==> config.mk <==
export PLATFORM = sky130hd
export DESIGN_NAME = msp430_rst_ctrl_flat
export DESIGN_NICKNAME = d
export VERILOG_FILES = /design/src/rtl/msp430_rst_pkg.sv /design/src/rtl/msp430_rst_ctrl_if.sv /design/src/rtl/msp430_rst_sync.sv /design/src/rtl/msp430_rst_ctrl.sv /design/src/flat_wrapper.sv
export SDC_FILE = /design/constraint.sdc
export NUM_CORES = 1
export LEC_CHECK = 0
export BUFFER_PORTS_ARGS = -buffer_cell sky130_fd_sc_hd__buf_2
export CORE_MARGIN = 2
export CORE_UTILIZATION = 30
export CTS_BUF_LIST = sky130_fd_sc_hd__clkbuf_4
export DETAILED_ROUTE_END_ITERATION = 8
export GPL_TIMING_DRIVEN = 0
export PLACE_DENSITY = 0.49
export SYNTH_ARGS = -nofsm -noshare
export SYNTH_HDL_FRONTEND = slang
export SYNTH_SLANG_ARGS = --single-unit
==> constraint.sdc <==
create_clock -name mclk -period 1.8 [get_ports mclk]
set_input_delay 0.36 -clock mclk [delete_from_list [all_inputs] [get_ports mclk]]
set_output_delay 0.36 -clock mclk [all_outputs]
set_load 0.02 [all_outputs]
==> src/rtl/msp430_rst_pkg.sv <==
// Shared types and constants for the MSP430 reset controller.
package msp430_rst_pkg;

  typedef enum logic [1:0] {
    POR_HOLD = 2'd0,
    PUC_HOLD = 2'd1,
    RUN      = 2'd2
  } rst_state_t;

  localparam int CAUSE_W   = 4;
  localparam int CAUSE_POR = 0;
  localparam int CAUSE_WDT = 1;
  localparam int CAUSE_SW  = 2;
  localparam int CAUSE_DBG = 3;

  // Counter must hold the larger of the two hold lengths without wrapping.
  function automatic int cnt_width(input int a, input int b);
    int m;
    m = (a > b) ? a : b;
    return $clog2(m + 1);
  endfunction

endpackage

==> src/rtl/msp430_rst_ctrl_if.sv <==
// Request/strobe inputs and reset/cause outputs of the reset controller.
interface msp430_rst_ctrl_if;
  import msp430_rst_pkg::*;

  logic               wdt_rst;
  logic               sw_rst;
  logic               dbg_rst;
  logic               cause_clr;
  logic               por_rst;
  logic               puc_rst;
  logic [CAUSE_W-1:0] rst_cause;

  modport master (
    output wdt_rst, sw_rst, dbg_rst, cause_clr,
    input  por_rst, puc_rst, rst_cause
  );

  modport slave (
    input  wdt_rst, sw_rst, dbg_rst, cause_clr,
    output por_rst, puc_rst, rst_cause
  );

endinterface

==> src/rtl/msp430_rst_sync.sv <==
// Async-assert / sync-deassert reset synchroniser; sync_done rises after
// SYNC_STAGES clock edges with arst_n high.
module msp430_rst_sync #(
  parameter int SYNC_STAGES = 2
) (
  input  logic clk,
  input  logic arst_n,
  output logic sync_done
);

  logic [SYNC_STAGES-1:0] chain;

  always_ff @(posedge clk or negedge arst_n) begin
    if (!arst_n) chain <= '0;
    else         chain <= {chain[SYNC_STAGES-2:0], 1'b1};
  end

  assign sync_done = chain[SYNC_STAGES-1];

endmodule

==> src/rtl/msp430_rst_ctrl.sv <==
// MSP430 reset generator: stretches pin reset into POR/PUC and turns
// wdt/sw/dbg requests into PUC pulses. MSP430_RST_CAUSE_EN adds cause bits.
module msp430_rst_ctrl
  import msp430_rst_pkg::*;
#(
  parameter int SYNC_STAGES = 2,
  parameter int POR_CYCLES  = 16,
  parameter int PUC_CYCLES  = 4
) (
  input  logic               mclk,
  input  logic               reset_n,
  input  logic               scan_mode,
  input  logic               scan_rst_n,
  msp430_rst_ctrl_if.slave   rst_if
);

  localparam int             CNT_W    = cnt_width(POR_CYCLES, PUC_CYCLES);
  localparam logic [CNT_W-1:0] CNT_MAX  = '1;
  localparam logic [CNT_W-1:0] POR_LAST = CNT_W'(POR_CYCLES - 1);
  localparam logic [CNT_W-1:0] PUC_LAST = CNT_W'(PUC_CYCLES - 1);

  logic             arst_n;
  logic             sync_done;
  logic             req;
  rst_state_t       state, state_nx;
  logic [CNT_W-1:0] cnt, cnt_nx, cnt_inc;
  logic             por_q, por_nx;
  logic             puc_q, puc_nx;

  assign arst_n  = scan_mode ? scan_rst_n : reset_n;
  assign req     = rst_if.wdt_rst | rst_if.sw_rst | rst_if.dbg_rst;
  assign cnt_inc = (cnt == CNT_MAX) ? cnt : cnt + 1'b1;

  msp430_rst_sync #(.SYNC_STAGES(SYNC_STAGES)) u_sync (
    .clk       (mclk),
    .arst_n    (arst_n),
    .sync_done (sync_done)
  );

  always_ff @(posedge mclk or negedge arst_n) begin
    if (!arst_n) begin
      state <= POR_HOLD;
      cnt   <= '0;
      por_q <= 1'b1;
      puc_q <= 1'b1;
    end else begin
      state <= state_nx;
      cnt   <= cnt_nx;
      por_q <= por_nx;
      puc_q <= puc_nx;
    end
  end

  always_comb begin
    state_nx = state;
    cnt_nx   = cnt;
    por_nx   = por_q;
    puc_nx   = puc_q;
    unique case (state)
      POR_HOLD: begin
        if (sync_done) begin
          if (cnt == POR_LAST) begin
            por_nx   = 1'b0;
            cnt_nx   = '0;
            state_nx = PUC_HOLD;
          end else begin
            cnt_nx = cnt_inc;
          end
        end
      end
      PUC_HOLD: begin
        // A request while holding restarts the full PUC length.
        if (req) begin
          cnt_nx = '0;
        end else if (cnt == PUC_LAST) begin
          puc_nx   = 1'b0;
          cnt_nx   = '0;
          state_nx = RUN;
        end else begin
          cnt_nx = cnt_inc;
        end
      end
      RUN: begin
        if (req) begin
          puc_nx   = 1'b1;
          cnt_nx   = '0;
          state_nx = PUC_HOLD;
        end
      end
      default: state_nx = POR_HOLD;
    endcase
  end

  assign rst_if.por_rst = por_q;
  assign rst_if.puc_rst = puc_q;

`ifdef MSP430_RST_CAUSE_EN
  logic [CAUSE_W-1:0] cause_q;
  logic [CAUSE_W-1:0] cause_set;

  // Requests are only honoured (and recorded) once POR has released.
  always_comb begin
    cause_set = '0;
    if (state != POR_HOLD) begin
      cause_set[CAUSE_WDT] = rst_if.wdt_rst;
      cause_set[CAUSE_SW]  = rst_if.sw_rst;
      cause_set[CAUSE_DBG] = rst_if.dbg_rst;
    end
  end

  always_ff @(posedge mclk or negedge arst_n) begin
    if (!arst_n) cause_q <= CAUSE_W'(1) << CAUSE_POR;
    else         cause_q <= (rst_if.cause_clr ? '0 : cause_q) | cause_set;
  end

  assign rst_if.rst_cause = cause_q;
`else
  assign rst_if.rst_cause = '0;
`endif

endmodule
==> src/flat_wrapper.sv <==
// flat-port wrapper written by rule: the top's interface ports become plain ports
module msp430_rst_ctrl_flat import msp430_rst_pkg::*;
#(
  parameter int SYNC_STAGES = 2,
  parameter int POR_CYCLES  = 16,
  parameter int PUC_CYCLES  = 4
)
  (mclk, reset_n, scan_mode, scan_rst_n, rst_if_wdt_rst, rst_if_sw_rst, rst_if_dbg_rst, rst_if_cause_clr, rst_if_por_rst, rst_if_puc_rst, rst_if_rst_cause);
  msp430_rst_ctrl_if rst_if_i ();
  input  logic mclk;
  input  logic reset_n;
  input  logic scan_mode;
  input  logic scan_rst_n;
  input wire logic [$bits(rst_if_i.wdt_rst)-1:0] rst_if_wdt_rst;
  input wire logic [$bits(rst_if_i.sw_rst)-1:0] rst_if_sw_rst;
  input wire logic [$bits(rst_if_i.dbg_rst)-1:0] rst_if_dbg_rst;
  input wire logic [$bits(rst_if_i.cause_clr)-1:0] rst_if_cause_clr;
  output wire logic [$bits(rst_if_i.por_rst)-1:0] rst_if_por_rst;
  output wire logic [$bits(rst_if_i.puc_rst)-1:0] rst_if_puc_rst;
  output wire logic [$bits(rst_if_i.rst_cause)-1:0] rst_if_rst_cause;
  assign rst_if_i.wdt_rst = rst_if_wdt_rst;
  assign rst_if_i.sw_rst = rst_if_sw_rst;
  assign rst_if_i.dbg_rst = rst_if_dbg_rst;
  assign rst_if_i.cause_clr = rst_if_cause_clr;
  assign rst_if_por_rst = rst_if_i.por_rst;
  assign rst_if_puc_rst = rst_if_i.puc_rst;
  assign rst_if_rst_cause = rst_if_i.rst_cause;
  msp430_rst_ctrl #(.SYNC_STAGES(SYNC_STAGES), .POR_CYCLES(POR_CYCLES), .PUC_CYCLES(PUC_CYCLES)) u_core (.mclk(mclk), .reset_n(reset_n), .scan_mode(scan_mode), .scan_rst_n(scan_rst_n), .rst_if(rst_if_i));
endmodule
==> impl_results.md <==
* Ant. Diodes at 0
* # H-tree levels at 1
* Grt met1 use at 0.167
* Number of flops mapped to enable cells by yosys at 0
* Drt drc at 0
* F_max at roughly 590 MHz
* Total gr overflow at 0
* Status: complete, no violations
* First-pass GRT wire length at 2260 µm
* TritonCTS sink count at 11
* Hold Crit Class: input port to async pin
* Largest net degree at the start of global routing at 12
* PortBufs at 8
* Multi-input logic area at ~440 µm²
* GR Util met2 at 0.148
* Startpoint Class: register
* Primary FF master, synth: dfrtp_1
* All-Layer GR Usage at 0.113
* Final Hold Fails at 0
* Total CTS buffers at 3
* # setup viols final at 0
* Routed vias/inst at approximately 4.8
* Worst slew margin at 0.586
* Initial antenna violation count at 0
* CTS Root Cell: clkbuf_4
* Internal Power at roughly 680 µW
* Final WL at between 1000 and 1500 µm
* Hold_ws at just over 0.09 ns
* CP max FO at 4
* Fin nets at 104
* Critical path required time at 1.99 ns
* Worst R2R Start: u_core.state[1]
* Switching Power at between 400 and 500 µW
* FF-to-FF setup slack at 0.1 ns
* FFs w/ async S/R, synth at 1.00
* Clk Latency, worst-skew pair at 0.26 ns
* Max Slew Vio Count at 0
* Crit-path max cell delay at about 0.5 ns
* Clock Power Share at 0.168
* Synth Warn # at 0
* Fillers at 225
* Register bit total from synthesis at 11
* Unique cell type count in the Yosys netlist at 31
* Final Skew at approximately 0.0036 ns
* P per Cell Area at about 1200 nW/µm²
* Final min period at 1.70 ns
* Worst setup EP type: register
* Reg-to-reg critical path endpoint: u_core.cnt[0]
* Site Rows at 17
* Routability congestion estimate at 0.789
* Layout cell share with drive strength beyond 1 at 0.378
* Area Overhead vs Synth at 24.6%
* Worst Max-Slew Pin Slew at slightly above 0.6 ns
* I/O pins at 14
* Detail Route Antenna Nets at 0
* CP top delay family: simple AND/OR/NAND/NOR gates
* CP max stage cell: or4b_4
* Worst-path clk slew at ~0.08 ns
* Drt initial violations at 10
* Core Area at about 2300 µm²
* Worst reg2reg path depth at 6
* Flop pwr share at 0.360
* Die area at around 2800 µm²
* Crit share post-route at 0.946
* WL/cell at around 12 µm
* WP buf/inv at 1
* Vias in the first global route at a little under 500
* Dpl hpwl at approximately 1000 µm
* TritonCTS clock tree: done
* Critical path class: register to register
* Initial Utilization at 0.322
* Average size of a mapped cell at roughly 10 µm²
* Sequential fraction of the synthesis area at 0.382
* Max IR drop VDD at slightly below 600 µV
* Longest Clk Path Bufs at 2
* Grt met3 use at 0.0254
* Sum Neg Setup Slack at 0 ns
* Gate Count Post-Synth at 72
* Mapped Area at 727 µm²
* Die height at about 53 µm
* WP data arrival at between 1.5 and 2 ns
* Storage cell area at about 280 µm²
* DRT Pass-1 Iters at 2
* Comb pwr share at 0.472
* Sw Ratio at 0.393
* Chip Width at 53.2 µm
* Maxcap violations at 0
* Worst path cell trace: inv_2, ha_4, or4b_4, o21ai_4, nand3_1, mux2i_1
* Pleak at 0.409 nW
* Busiest grt layer: met1
* Via count at approximately 560
==> per-layer routing <==
layer,vias to the layer above,part of all wire
met5,-,0
met4,0,0.012
met3,2,0.040
met2,12,0.40
met1,258,0.55
li1,289,-
==> power groups by stage <==
stage	sequential (mW)	combinational, mW	clock [mW]
global route	0.410	0.587	0.204
CTS	0.399	0.493	0.191
finish	0.403	0.527	0.188
floorplan	0.403	0.346	0
detailed placement	0.400	0.442	0
global placement	0.398	0.441	0
==> state kept, by name (all words and copies together) (netlist names) <==
| register | cells |
|---|---|
| u_core.cnt | 5 |
| u_core.state | 2 |
| u_core.u_sync.chain | 2 |
| u_core.rst_if.por_rst | 1 |
| u_core.rst_if.puc_rst | 1 |
==> cells in the final DEF, fill, tap and decap left out, types with 2 or more instances in the layout <==
master / count
nand4_1: 3
buf_2: 8
ha_1: 3
a31oi_1: 3
buf_4: 7
nor2_1: 2
conb_1: 5
and3_1: 2
dfstp_2: 2
a21oi_1: 6
nand2_1: 5
dfrtp_1: 9
nand3_1: 3
clkbuf_4: 4
inv_1: 6
==> final cells by class <==
class                           count  share of cell area
Tap cell                           28              0.0387
Buffer                              4              0.0331
Inverter                            7              0.0290
Timing Repair Buffer               11              0.0691
Clock buffer                        4              0.0331
Multi-Input combinational cell     53               0.490
Sequential cell                    11               0.307
==> kinds of logic (layout without fill, tap and decap cells) <==
group                    Yosys count  count (layout)  share of synthesized area
AO/OA/AOI/OAI                     18              18                      0.181
AND/OR/NAND/NOR                   22              22                      0.213
adder cells (fa/ha/maj)            5               5                     0.0861
buffers and inverters             11              26                     0.0775
flip-flops                        11              11                      0.382
multiplexers                       3               3                     0.0499
other                              2               5                     0.0103
==> through the flow <==
stage / utilization / total power, mW / cell area (µm²) / setup WS (ns) / instances
CTS: 0.390 / 1.08 / 878 / 0.0311 / 115
floorplan: - / 0.749 / 738 / 0.184 / 75
global route: 0.402 / 1.20 / 906 / -0.00164 / 118
global placement: 0.361 / 0.839 / 813 / -0.0458 / 111
detailed placement: 0.361 / 0.842 / 813 / -0.0933 / 111
finish: 0.402 / 1.12 / 906 / 0.0971 / 118
==> cell usage after synthesis, drive strengths merged (2+ instances only) <==
| library cell | n | share of area |
|---|---|---|
| dfrtp | 9 | 0.31 |
| inv | 7 | 0.036 |
| a21oi | 6 | 0.041 |
| ha | 5 | 0.086 |
| nand2 | 5 | 0.026 |
| buf | 4 | 0.041 |
| a31oi | 3 | 0.026 |
| nand3 | 3 | 0.021 |
| nand4 | 3 | 0.026 |
| o21ai | 3 | 0.021 |
| and3 | 2 | 0.017 |
| conb | 2 | 0.010 |
| dfstp | 2 | 0.072 |
| mux2 | 2 | 0.036 |
| nor2 | 2 | 0.010 |
==> what timing repair did <==
| item | 4_1_cts | 5_1_grt |
|---|---|---|
| setup endpoints to repair | 4 | 3 |
| hold buffers | 0 | 0 |
| gates cloned | 0 | 0 |
| resized for setup | 5 | 3 |
| endpoints found under the hold margin | 0 | 0 |
| pin swaps | 0 | 1 |
| setup buffers | 0 | 3 |
==> how the worst max path moves through the flow <==
| stage | cells past startpoint | slack, ns | to | startpoint |
|---|---|---|---|---|
| 6_report | 6 | 0.1 | u_core.cnt[0] | u_core.state[1] |
| 5_1_grt | 6 | -0.002 | u_core.cnt[4] | u_core.state[0] |
| 4_1_cts | 6 | 0.03 | u_core.cnt[0] | u_core.state[1] |
| 3_5_place_dp | 6 | -0.09 | u_core.cnt[0] | u_core.state[1] |
| 3_3_place_gp | 6 | -0.05 | u_core.cnt[1] | u_core.state[1] |
| 2_1_floorplan | 6 | 0.18 | u_core.cnt[1] | u_core.state[1] |
No activity file was read; power rests on OpenSTA's default activity.
